<file path="src/rtl/aurora_link_pkg.sv">
// aurora_link_pkg: shared types and constants for the Aurora link init sequencer.
package aurora_link_pkg;
    typedef enum logic [2:0] {
        ST_PMA_ASSERT = 3'd0,
        ST_RESET_HOLD = 3'd1,
        ST_WAIT_UP    = 3'd2,
        ST_LINKED     = 3'd3,
        ST_BACKOFF    = 3'd4,
        ST_FAILED     = 3'd5
    } state_e;

    localparam int BACKOFF_MAX_SHIFT = 4;
    localparam int DROP_W            = 16;

    function automatic int backoff_shift(input int retries);
        return (retries > BACKOFF_MAX_SHIFT) ? BACKOFF_MAX_SHIFT : retries;
    endfunction
endpackage

</file>
<file path="src/rtl/aurora_sync_bit.sv">
// aurora_sync_bit: multi-flop single-bit synchroniser with asynchronous clear.
module aurora_sync_bit #(
    parameter int STAGES = 2
) (
    input  logic clk,
    input  logic rst_n,
    input  logic d,
    output logic q
);
    logic [STAGES-1:0] sync_q, sync_d;

    always_comb sync_d = {sync_q[STAGES-2:0], d};

    always_ff @(posedge clk or negedge rst_n) begin
        if (!rst_n) sync_q <= '0;
        else        sync_q <= sync_d;
    end

    assign q = sync_q[STAGES-1];
endmodule

</file>
<file path="src/rtl/aurora_link_init_ctrl.sv">
// aurora_link_init_ctrl: power-on/recovery sequencer for an N-lane Aurora 64b66b link;
// orders pma_init/reset_pb, waits for channel-up with timeout and retries with backoff.
module aurora_link_init_ctrl
    import aurora_link_pkg::*;
#(
    parameter int N_LANES          = 4,
    parameter int PMA_PULSE_CYCLES = 16777215,
    parameter int RESET_PB_HOLD    = 128,
    parameter int LINK_TIMEOUT     = 100000000,
    parameter int MAX_RETRIES      = 8,
    parameter int BACKOFF_BASE     = 1024,
    parameter int SYNC_STAGES      = 2
) (
    input  logic                             INIT_CLK_IN,
    input  logic                             RESET_N,
    input  logic                             PMA_INIT,
    input  logic                             CHANNEL_UP,
    input  logic [N_LANES-1:0]               LANE_UP,
    input  logic                             HARD_ERR,
    input  logic                             AUTO_RETRY_EN,
    output logic                             pma_init_o,
    output logic                             reset_pb_o,
    output logic                             link_ok,
    output logic                             link_failed,
    output logic [$clog2(MAX_RETRIES+1)-1:0] retry_cnt,
    output logic [DROP_W-1:0]                drop_cnt,
    output logic [2:0]                       state_o
);
    localparam int RW     = $clog2(MAX_RETRIES + 1);
    localparam int BO_MAX = BACKOFF_BASE << BACKOFF_MAX_SHIFT;
    localparam int MAX_A  = (PMA_PULSE_CYCLES > RESET_PB_HOLD) ? PMA_PULSE_CYCLES : RESET_PB_HOLD;
    localparam int MAX_B  = (LINK_TIMEOUT > BO_MAX) ? LINK_TIMEOUT : BO_MAX;
    localparam int MAX_D  = (MAX_A > MAX_B) ? MAX_A : MAX_B;
    localparam int TW     = $clog2(MAX_D + 1);

    logic [SYNC_STAGES-1:0] rst_sync_q, rst_sync_d;
    logic                   rst_n_i;
    logic                   ch_s, hard_s, pma_s, manual, all_up, go;
    logic [N_LANES-1:0]     lane_s;
    state_e                 state_q, state_d;
    logic [TW-1:0]          timer_q, timer_d, bo_last;
    logic [RW-1:0]          retry_q, retry_d, retry_inc;
    logic [DROP_W-1:0]      drop_q, drop_d;
    logic                   down_q, down_d, pma_prev_q, pma_prev_d;
    logic                   pma_q, pma_d, rpb_q, rpb_d, ok_q, ok_d, fail_q, fail_d;

    // Reset asserts asynchronously but is released only on a clock edge.
    always_comb rst_sync_d = {rst_sync_q[SYNC_STAGES-2:0], 1'b1};

    always_ff @(posedge INIT_CLK_IN or negedge RESET_N) begin
        if (!RESET_N) rst_sync_q <= '0;
        else          rst_sync_q <= rst_sync_d;
    end

    assign rst_n_i = rst_sync_q[SYNC_STAGES-1];

    aurora_sync_bit #(.STAGES(SYNC_STAGES)) u_sync_ch (
        .clk(INIT_CLK_IN), .rst_n(rst_n_i), .d(CHANNEL_UP), .q(ch_s));
    aurora_sync_bit #(.STAGES(SYNC_STAGES)) u_sync_hard (
        .clk(INIT_CLK_IN), .rst_n(rst_n_i), .d(HARD_ERR), .q(hard_s));
    aurora_sync_bit #(.STAGES(SYNC_STAGES)) u_sync_pma (
        .clk(INIT_CLK_IN), .rst_n(rst_n_i), .d(PMA_INIT), .q(pma_s));

    for (genvar i = 0; i < N_LANES; i++) begin : g_lane
        aurora_sync_bit #(.STAGES(SYNC_STAGES)) u_sync_lane (
            .clk(INIT_CLK_IN), .rst_n(rst_n_i), .d(LANE_UP[i]), .q(lane_s[i]));
    end

    always_comb begin
        manual     = pma_s & ~pma_prev_q;
        all_up     = ch_s & (&lane_s);
        retry_inc  = (retry_q == RW'(MAX_RETRIES)) ? retry_q : retry_q + 1'b1;
        bo_last    = TW'((BACKOFF_BASE << backoff_shift(int'(retry_q))) - 1);
        state_d    = state_q;
        retry_d    = retry_q;
        drop_d     = drop_q;
        go         = 1'b0;
        if (manual) begin
            state_d = ST_PMA_ASSERT;
            retry_d = '0;
            go      = 1'b1;
        end else begin
            case (state_q)
                ST_PMA_ASSERT: if (timer_q == TW'(PMA_PULSE_CYCLES - 1)) begin
                    state_d = ST_RESET_HOLD;
                    go      = 1'b1;
                end
                ST_RESET_HOLD: if (timer_q == TW'(RESET_PB_HOLD - 1)) begin
                    state_d = ST_WAIT_UP;
                    go      = 1'b1;
                end
                ST_WAIT_UP: if (all_up) begin
                    state_d = ST_LINKED;
                    retry_d = '0;
                    go      = 1'b1;
                end else if (timer_q == TW'(LINK_TIMEOUT - 1)) begin
                    retry_d = retry_inc;
                    state_d = (retry_inc == RW'(MAX_RETRIES) || !AUTO_RETRY_EN) ? ST_FAILED : ST_BACKOFF;
                    go      = 1'b1;
                end
                ST_LINKED: if (hard_s || (!ch_s && down_q)) begin
                    state_d = ST_BACKOFF;
                    drop_d  = (&drop_q) ? drop_q : drop_q + 1'b1;
                    go      = 1'b1;
                end
                ST_BACKOFF: if (timer_q == bo_last) begin
                    state_d = ST_PMA_ASSERT;
                    go      = 1'b1;
                end
                default: ;
            endcase
        end
        timer_d    = go ? '0 : ((&timer_q) ? timer_q : timer_q + 1'b1);
        down_d     = (state_q == ST_LINKED) && !ch_s && !go;
        pma_prev_d = pma_s;
        pma_d      = (state_d == ST_PMA_ASSERT) || (state_d == ST_FAILED);
        rpb_d      = !((state_d == ST_WAIT_UP) || (state_d == ST_LINKED));
        ok_d       = state_d == ST_LINKED;
        fail_d     = state_d == ST_FAILED;
    end

    always_ff @(posedge INIT_CLK_IN or negedge rst_n_i) begin
        if (!rst_n_i) begin
            state_q    <= ST_PMA_ASSERT;
            timer_q    <= '0;
            retry_q    <= '0;
            drop_q     <= '0;
            down_q     <= 1'b0;
            pma_prev_q <= 1'b0;
            pma_q      <= 1'b1;
            rpb_q      <= 1'b1;
            ok_q       <= 1'b0;
            fail_q     <= 1'b0;
        end else begin
            state_q    <= state_d;
            timer_q    <= timer_d;
            retry_q    <= retry_d;
            drop_q     <= drop_d;
            down_q     <= down_d;
            pma_prev_q <= pma_prev_d;
            pma_q      <= pma_d;
            rpb_q      <= rpb_d;
            ok_q       <= ok_d;
            fail_q     <= fail_d;
        end
    end

    assign pma_init_o  = pma_q;
    assign reset_pb_o  = rpb_q;
    assign link_ok     = ok_q;
    assign link_failed = fail_q;
    assign retry_cnt   = retry_q;
    assign drop_cnt    = drop_q;
    assign state_o     = state_q;
endmodule

</file>
<file path="config.mk">
export PLATFORM = sky130hd
export DESIGN_NAME = aurora_link_init_ctrl
export DESIGN_NICKNAME = d
export VERILOG_FILES = /design/src/rtl/aurora_link_pkg.sv /design/src/rtl/aurora_sync_bit.sv /design/src/rtl/aurora_link_init_ctrl.sv
export SDC_FILE = /design/constraint.sdc
export NUM_CORES = 1
export LEC_CHECK = 0
export CORE_MARGIN = 2
export CORE_UTILIZATION = 50
export CTS_BUF_LIST = sky130_fd_sc_hd__clkbuf_4 sky130_fd_sc_hd__clkbuf_8 sky130_fd_sc_hd__clkbuf_16
export CTS_CLUSTER_SIZE = 20
export DETAILED_ROUTE_END_ITERATION = 6
export PLACE_DENSITY = 0.8
export SYNTH_ARGS = -nofsm -noshare
export SYNTH_HDL_FRONTEND = slang
export SYNTH_SLANG_ARGS = --single-unit
</file>
<file path="constraint.sdc">
create_clock -name INIT_CLK_IN -period 3.1 [get_ports INIT_CLK_IN]
set_input_delay 0.93 -clock INIT_CLK_IN [delete_from_list [all_inputs] [get_ports INIT_CLK_IN]]
set_output_delay 0.93 -clock INIT_CLK_IN [all_outputs]
set_load 0.1 [all_outputs]
</file>
==> results.ini, run 1 <==
[setup_path]
r2r_end=timer_q[1]
r2r_cells=10
setup.worst_path.start=retry_cnt[3]
setup.worst_path.start_class=flip-flop
r2r_setup_slack_ps=200
cp.buffers_inverters=1
crit_type=reg2reg
cp-endpoint=timer_q[1]
cpMostUsedCell=or4_4
max_stage_delay_ps=570
worstPathMaxFanout=27
cp.required_ps=3320
path_depth=10
cp_cell_sequence=or4_4 -> ha_4 -> a21oi_2 -> o211ai_1 -> a2111o_1 -> or4_4 -> o21a_1 -> o2bb2ai_4 -> buf_12 -> a211oi_1
critPathTopFamily=simple AND/OR/NAND/NOR gates
timing.rr.start=retry_cnt[3]
crit_path_top_delay_cell=or4_4
worstPathArrival_ps=3120
end_kind=flip-flop

[synthesis]
synth_top_area_share_pct=47.46
avgSynthCellArea_um2=10.00
synth.mux.area_fraction_pct=0.3051
synth_ff_type=dfrtp_1
synth_most_common_cell=dfrtp_1
synthDistinctLibCells=53
synthAdderAreaFrac_pct=2.034
syn_nets=385
synth-seq-cells=72
ys_seq_area_share_pct=48.88
synth_top_family_by_area=simple AND/OR/NAND/NOR gates
synthSimpleGateAreaFrac_pct=24.31
synth_warnings=0
synth_area_leaders=dfrtp_1 (47%), xor2_1 (5.2%), xnor2_1 (5.0%)
synth_edf_count=0
synth-xor-area-share_pct=10.20
synth_top_area_cell=dfrtp_1
synth_cells=369
async_flop_share_pct=100.0
ys_top_cells_by_count=dfrtp_1 (70), nor2_1 (38), nand2_1 (27), nand4_1 (22), xor2_1 (22)
synthesis.area_um2=3691
synth_compound_area_share_pct=10.10

[cts]
cts_root_buf=clkbuf_8
post_cts_buffers=0
cts_buffers=9
clockBufferDepth=2
clk_pin_slew_ps=70
cts_sinks=72
insertion_delay_ps=350
ctsHoldBuffers=0
cts-htree-levels=3
cts_tree=yes

[detailed_routing]
wl_per_cell_um=15.04
drc_errors=0
drt_first_pass_iters=5
vias_per_cell=5.693
dr.first_iter.drc_count=145
totalWireLength_um=7685
antenna_left=0
vias=2909

[layout]
final_nets=423
syn2layout_area_growth_pct=17.22
final_area_um2=4327
antennaDiodeCount=0
drive_gt1_share_pct=17.96

[global_route]
antenna_found_initial=0
grt_util_all_layers_pct=20.39
grt_most_used_layer=met2
met2_usage_pct=32.39
met3_usage_pct=4.778
first_global_vias=2791
met1_usage_pct=26.70
grt_pass1_wl_um=13230
grt_remaining_overflow=0
grt_max_degree=71

[sta]
fin_ws_ps=198.0
whs_ps=348.8
setup_viol=0
min_period_over_period_pct=93.61
tns_ps=0
min_period_ps=2902
grt_setup_unrepaired=no
slew_violations=0
finClkSkew_ps=15.86
final_hold_viol_count=0
timing.fmax_ghz=0.3446
worst_slew_pin_slew_ps=864.0
relSlewSlack_pct=42.40

[floorplanning]
io_pins=37
core_um2=7214
die_x_um=89.92
die_area_um2=8086
start_util_pct=51.16
die_h_um=89.92
rows=31

[place]
place_area_um2=4120
pre_cts_ws_ps=206.5
gp_congestion=0.8752
hpwl_um=5366
io_buffers=36

[hold_path]
holdCritStartpoint=g_lane[3].u_sync_lane.sync_q[0]
hp-class=reg2reg

[power_and_ir_drop]
p_leak_uw=0.001888
vdd_drop_max_mv=0.2494
power.density_nw_per_um2=427.3
clockPowerShare_pct=40.6
power_switching_uw=434.0
netSwitchingFraction_pct=23.47
power_frac_comb_pct=5.3
cellInternalPower_uw=1415
sequentialPowerShare_pct=54.2

[outcome]
run_status=complete, no violations

[flow_run]
max-cap-violations=0

==> what timing repair did <==
item / 4_1_cts / 5_1_grt
hold endpoints to repair: 0 / 0
gates resized for setup: 0 / 1
endpoints found under the setup margin: 0 / 1
==> metrics by stage <==
step / cells / power, uW / util (%)
finish: 511 / 1849 / 59.97
global route: 511 / 1932 / 59.97
CTS: 511 / 1872 / 59.90
detailed placement: 495 / 1118 / 57.11
global placement: 495 / 1112 / 57.11
floorplan: 369 / 1078 / -
==> flip-flops by register name (all words and copies together) (netlist names) <==
name and cells:
u_sync_hard.sync_q 2, link_ok 1, u_sync_pma.sync_q 2, timer_q 27
down_q 1, drop_cnt 16, g_lane.u_sync_lane.sync_q 8, state_o 3
u_sync_ch.sync_q 2, pma_init_o 1, link_failed 1, rst_sync_q 2
retry_cnt 4, pma_prev_q 1, reset_pb_o 1
==> layer usage <==
layer	wire length, um	vias up
met1	3527	1426
li1	-	1399
met3	278	16
met2	3723	68
met5	0	-
met4	155	0
==> how the worst min path moves through the flow <==
stage	end	depth (start not counted)
final	g_lane[3].u_sync_lane.sync_q[1]	0
after global routing	g_lane[3].u_sync_lane.sync_q[1]	0
after CTS	g_lane[3].u_sync_lane.sync_q[1]	0
after detailed placement	g_lane[3].u_sync_lane.sync_q[1]	0
after global placement	g_lane[1].u_sync_lane.sync_q[1]	0
after floorplan	g_lane[0].u_sync_lane.sync_q[1]	0
==> power groups by stage <==
stage	logic [uW]	clock network [uW]	registers, uW
floorplan	54.0	0	1020
finish	97.7	750	1000
CTS	100	770	1000
global placement	94.2	0	1020
detailed placement	99.3	0	1020
global route	113	815	1000
==> layout make-up <==
class	instances	area [um^2]
flip-flops and latches	72	1810
clock inverters	5	56.30
well taps	99	123.9
inverters	10	37.54
clock buffers	11	145.1
repair buffers	48	395.4
multi-input cells	266	1758
fillers	643	2888
==> cell families (layout without fill, tap and decap cells) <==
logic type               after synthesis  in the layout
AO/OA/AOI/OAI                         47             47
buffers and inverters                 31             74
flip-flops                            72             72
other                                  1              1
AND/OR/NAND/NOR                      168            168
XOR/XNOR                              43             43
adder cells (fa/ha/maj)                6              6
multiplexers                           1              1
==> placed cells by master (no fill, tap or decap), types with 11 or more instances in the layout <==
master and instances:
dfrtp_1 65, and3_1 13, nand2_1 27, nor3_1 11, xnor2_1 21, nor2_1 38, buf_4 38, nand3_1 19
nand4_1 22, xor2_1 22
Note: power is estimated with default switching activity, not from simulation.
==> inputs of run 2 (changes only) <==
--- a/config.mk
+++ b/config.mk
@@ -11,6 +11,8 @@
 export CTS_CLUSTER_SIZE = 20
 export DETAILED_ROUTE_END_ITERATION = 6
 export PLACE_DENSITY = 0.8
+export SLEW_MARGIN = 5
 export SYNTH_ARGS = -nofsm -noshare
 export SYNTH_HDL_FRONTEND = slang
 export SYNTH_SLANG_ARGS = --single-unit
+export TNS_END_PERCENT = 50
==> results of run 2 <==
Same layout as run 1: the final DEF is identical, and so are final timing and power.
==> inputs of run 3 (changes only) <==
--- a/config.mk
+++ b/config.mk
@@ -5,6 +5,7 @@
 export SDC_FILE = /design/constraint.sdc
 export NUM_CORES = 1
 export LEC_CHECK = 0
+export ABC_AREA = 1
 export CORE_MARGIN = 2
 export CORE_UTILIZATION = 50
 export CTS_BUF_LIST = sky130_fd_sc_hd__clkbuf_4 sky130_fd_sc_hd__clkbuf_8 sky130_fd_sc_hd__clkbuf_16
==> results.ini, run 3 <==
[outcome]
run_status=complete, no violations

[synthesis]
synth_ff_type=dfrtp_1
synth_most_common_cell=nand2_1
syn_nets=546  ; +42%
avgSynthCellArea_um2=7.795  ; -22%
synthesis.area_um2=4131  ; +12%
synth_top_area_cell=dfrtp_1
synth_area_leaders=dfrtp_1 (42%), nand2_1 (11%), inv_1 (6.5%)
synth-seq-cells=72  ; unchanged
synth_top_area_share_pct=42.40  ; -5.1 points
synth_cells=530  ; +44%
ys_top_cells_by_count=nand2_1 (116), inv_1 (72), dfrtp_1 (70), nor2_1 (63), nand3_1 (53)
synth_warnings=0  ; unchanged
synthDistinctLibCells=41  ; -23%
ys_seq_area_share_pct=43.67  ; -5.2 points
synth_edf_count=0  ; unchanged
async_flop_share_pct=100.0  ; unchanged

[setup_path]
crit_type=reg2reg
end_kind=flip-flop
worstPathMaxFanout=25  ; -7.4%
worstPathArrival_ps=2840  ; -280 ps
cp.required_ps=3340  ; +20 ps
setup.worst_path.start_class=flip-flop

[power_and_ir_drop]
vdd_drop_max_mv=0.3324  ; +33%
sequentialPowerShare_pct=54.5  ; +0.3 points
power_frac_comb_pct=6.4  ; +1.1 points
cellInternalPower_uw=1321  ; -6.6%
power.density_nw_per_um2=388.6  ; -9.1%
power_switching_uw=504.0  ; +16%
p_total_uw=1825  ; -1.3%
p_leak_uw=0.002255  ; +19%
clockPowerShare_pct=39.2  ; -1.4 points
netSwitchingFraction_pct=27.62  ; +4.1 points

[global_route]
grt_pass1_wl_um=15370  ; +16%
grt_max_degree=44  ; -38%
met1_usage_pct=28.10  ; +1.4 points
grt_most_used_layer=met2
first_global_vias=3352  ; +20%
grt_util_all_layers_pct=21.86  ; +1.5 points
met3_usage_pct=4.469  ; -0.31 points
met2_usage_pct=37.06  ; +4.7 points
antenna_found_initial=0  ; unchanged
grt_remaining_overflow=0  ; unchanged

[hold_path]
hp-class=reg2async

[layout]
antennaDiodeCount=0  ; unchanged
largest_reg_flops=27  ; unchanged
final_common_cell=nand2_1
drive_gt1_share_pct=17.99  ; +0.032 points
largest-register=timer_q
final_nets=589  ; +39%
syn2layout_area_growth_pct=13.69
layout_common_cells=nand2_1 (116), inv_1 (72), dfrtp_1 (69)
final_area_um2=4697  ; +8.6%

[cts]
insertion_delay_ps=350  ; about the same
cts_buffers=9  ; unchanged
cts_tree=yes
cts-htree-levels=3  ; unchanged
ctsHoldBuffers=0  ; unchanged
post_cts_buffers=0  ; unchanged
cts_resized=0  ; unchanged
cts_root_buf=clkbuf_8
cts_sinks=72  ; unchanged
clockBufferDepth=2  ; unchanged
clk_pin_slew_ps=90  ; +20 ps

[floorplanning]
io_pins=37  ; unchanged
die_area_um2=9006  ; +11%
start_util_pct=51.05  ; -0.11 points
rows=33  ; +6.5%
die_h_um=94.90  ; +5.5%
die_x_um=94.90  ; +5.5%
core_um2=8093  ; +12%

[detailed_routing]
drc_errors=0  ; unchanged
totalWireLength_um=9139  ; +19%
dr.first_iter.drc_count=189  ; +30%
antenna_left=0  ; unchanged
vias=3489  ; +20%
vias_per_cell=5.108  ; -10%
drt_first_pass_iters=5  ; unchanged
wl_per_cell_um=13.38  ; -11%

[flow_run]
max-cap-violations=0  ; unchanged

[sta]
slew_violations=0  ; unchanged
final_hold_viol_count=0  ; unchanged
min_period_over_period_pct=83.84  ; -9.8 points
worst_slew_pin_slew_ps=551.3  ; -312.7 ps
setup_viol=0  ; unchanged
grt_setup_unrepaired=no
timing.fmax_ghz=0.3847  ; +12%
min_period_ps=2599  ; -302.9 ps
tns_ps=0  ; unchanged
relSlewSlack_pct=62.91  ; +21 points
finClkSkew_ps=9.719  ; -6.136 ps

[place]
gp_congestion=1.031  ; +18%
hpwl_um=6909  ; +29%
io_buffers=36  ; unchanged
place_area_um2=4509  ; +9.4%

==> run 3: worst paths after layout <==
| check | from | endpoint | slack [ps] | depth (start not counted) |
|---|---|---|---|---|
| min reg2reg | rst_sync_q[1] | drop_cnt[14] | 260 | 1 |
| max in group asynchronous | RESET_N | rst_sync_q[1] | 2230 | 1 |
| max reg2reg | retry_cnt[1] | timer_q[14] | 500 | 18 |
| max | retry_cnt[1] | timer_q[14] | 500 | 18 |
| min in group INIT_CLK_IN | g_lane[0].u_sync_lane.sync_q[0] | g_lane[0].u_sync_lane.sync_q[1] | 350 | 0 |
| min | rst_sync_q[1] | drop_cnt[14] | 260 | 1 |
==> run 3: area by class of cell <==
class | instances | area (um^2)
clock buffer | 9 | 123.9
clock inverter | 7 | 63.81
fill | 765 | 3396
inverter | 79 | 296.5
multi-input combinational | 373 | 1968
sequential | 72 | 1805
tap | 105 | 131.4
timing repair buffer | 38 | 307.8
==> run 3: critical path: stages, from the launching register on <==
cell     delay [ps]
dfrtp_1         580
inv_1           120
nand3_1         140
ha_1            240
inv_1            60
nor2_1          170
nand2_1         100
nand2_1          80
nand2_1          60
inv_1            50
nand2_1          40
nor2_1           90
nand2_1          70
nor2_2          110
nand3_1          90
nand2_2          90
nand2_4          80
nand2_8         200
nor2_1           90
==> run 3: per-stage QoR <==
step	std cells	hold WS, ps	setup WS [ps]	util, %
2_1_floorplan	530	331.2	159.9	-
3_3_place_gp	667	267.4	736.5	55.72
3_5_place_dp	667	269.6	567.2	55.72
4_1_cts	683	276.4	499.8	58.04
5_1_grt	683	311.3	214.0	58.04
6_report	683	262.3	500.9	58.04
==> run 3: power by group through the flow <==
stage / registers [uW] / clock network [uW] / logic, uW
final: 994 / 715 / 116
after CTS: 994 / 735 / 121
after floorplan: 1020 / 0 / 77.6
after detailed placement: 1010 / 0 / 120
after global routing: 1000 / 782 / 133
after global placement: 1010 / 0 / 112
==> run 3: cell families after synthesis <==
group | count (synthesis) | share of synthesized area [%]
and+or+nand+nor | 315 | 36.61
buffers and inverters | 85 | 8.692
DFF | 72 | 43.67
xor gates and xnor gates | 26 | 5.512
AOI/OAI and AO/OA | 23 | 3.089
adders and majority gates | 6 | 1.817
muxes | 2 | 0.5148
other | 1 | 0.09077
==> run 3: layer usage <==
layer  wire [um]  vias to the layer above
met5           0                        -
met4         121                        0
met3         490                       13
met2        4603                      112
met1        3924                     1612
li1            -                     1752
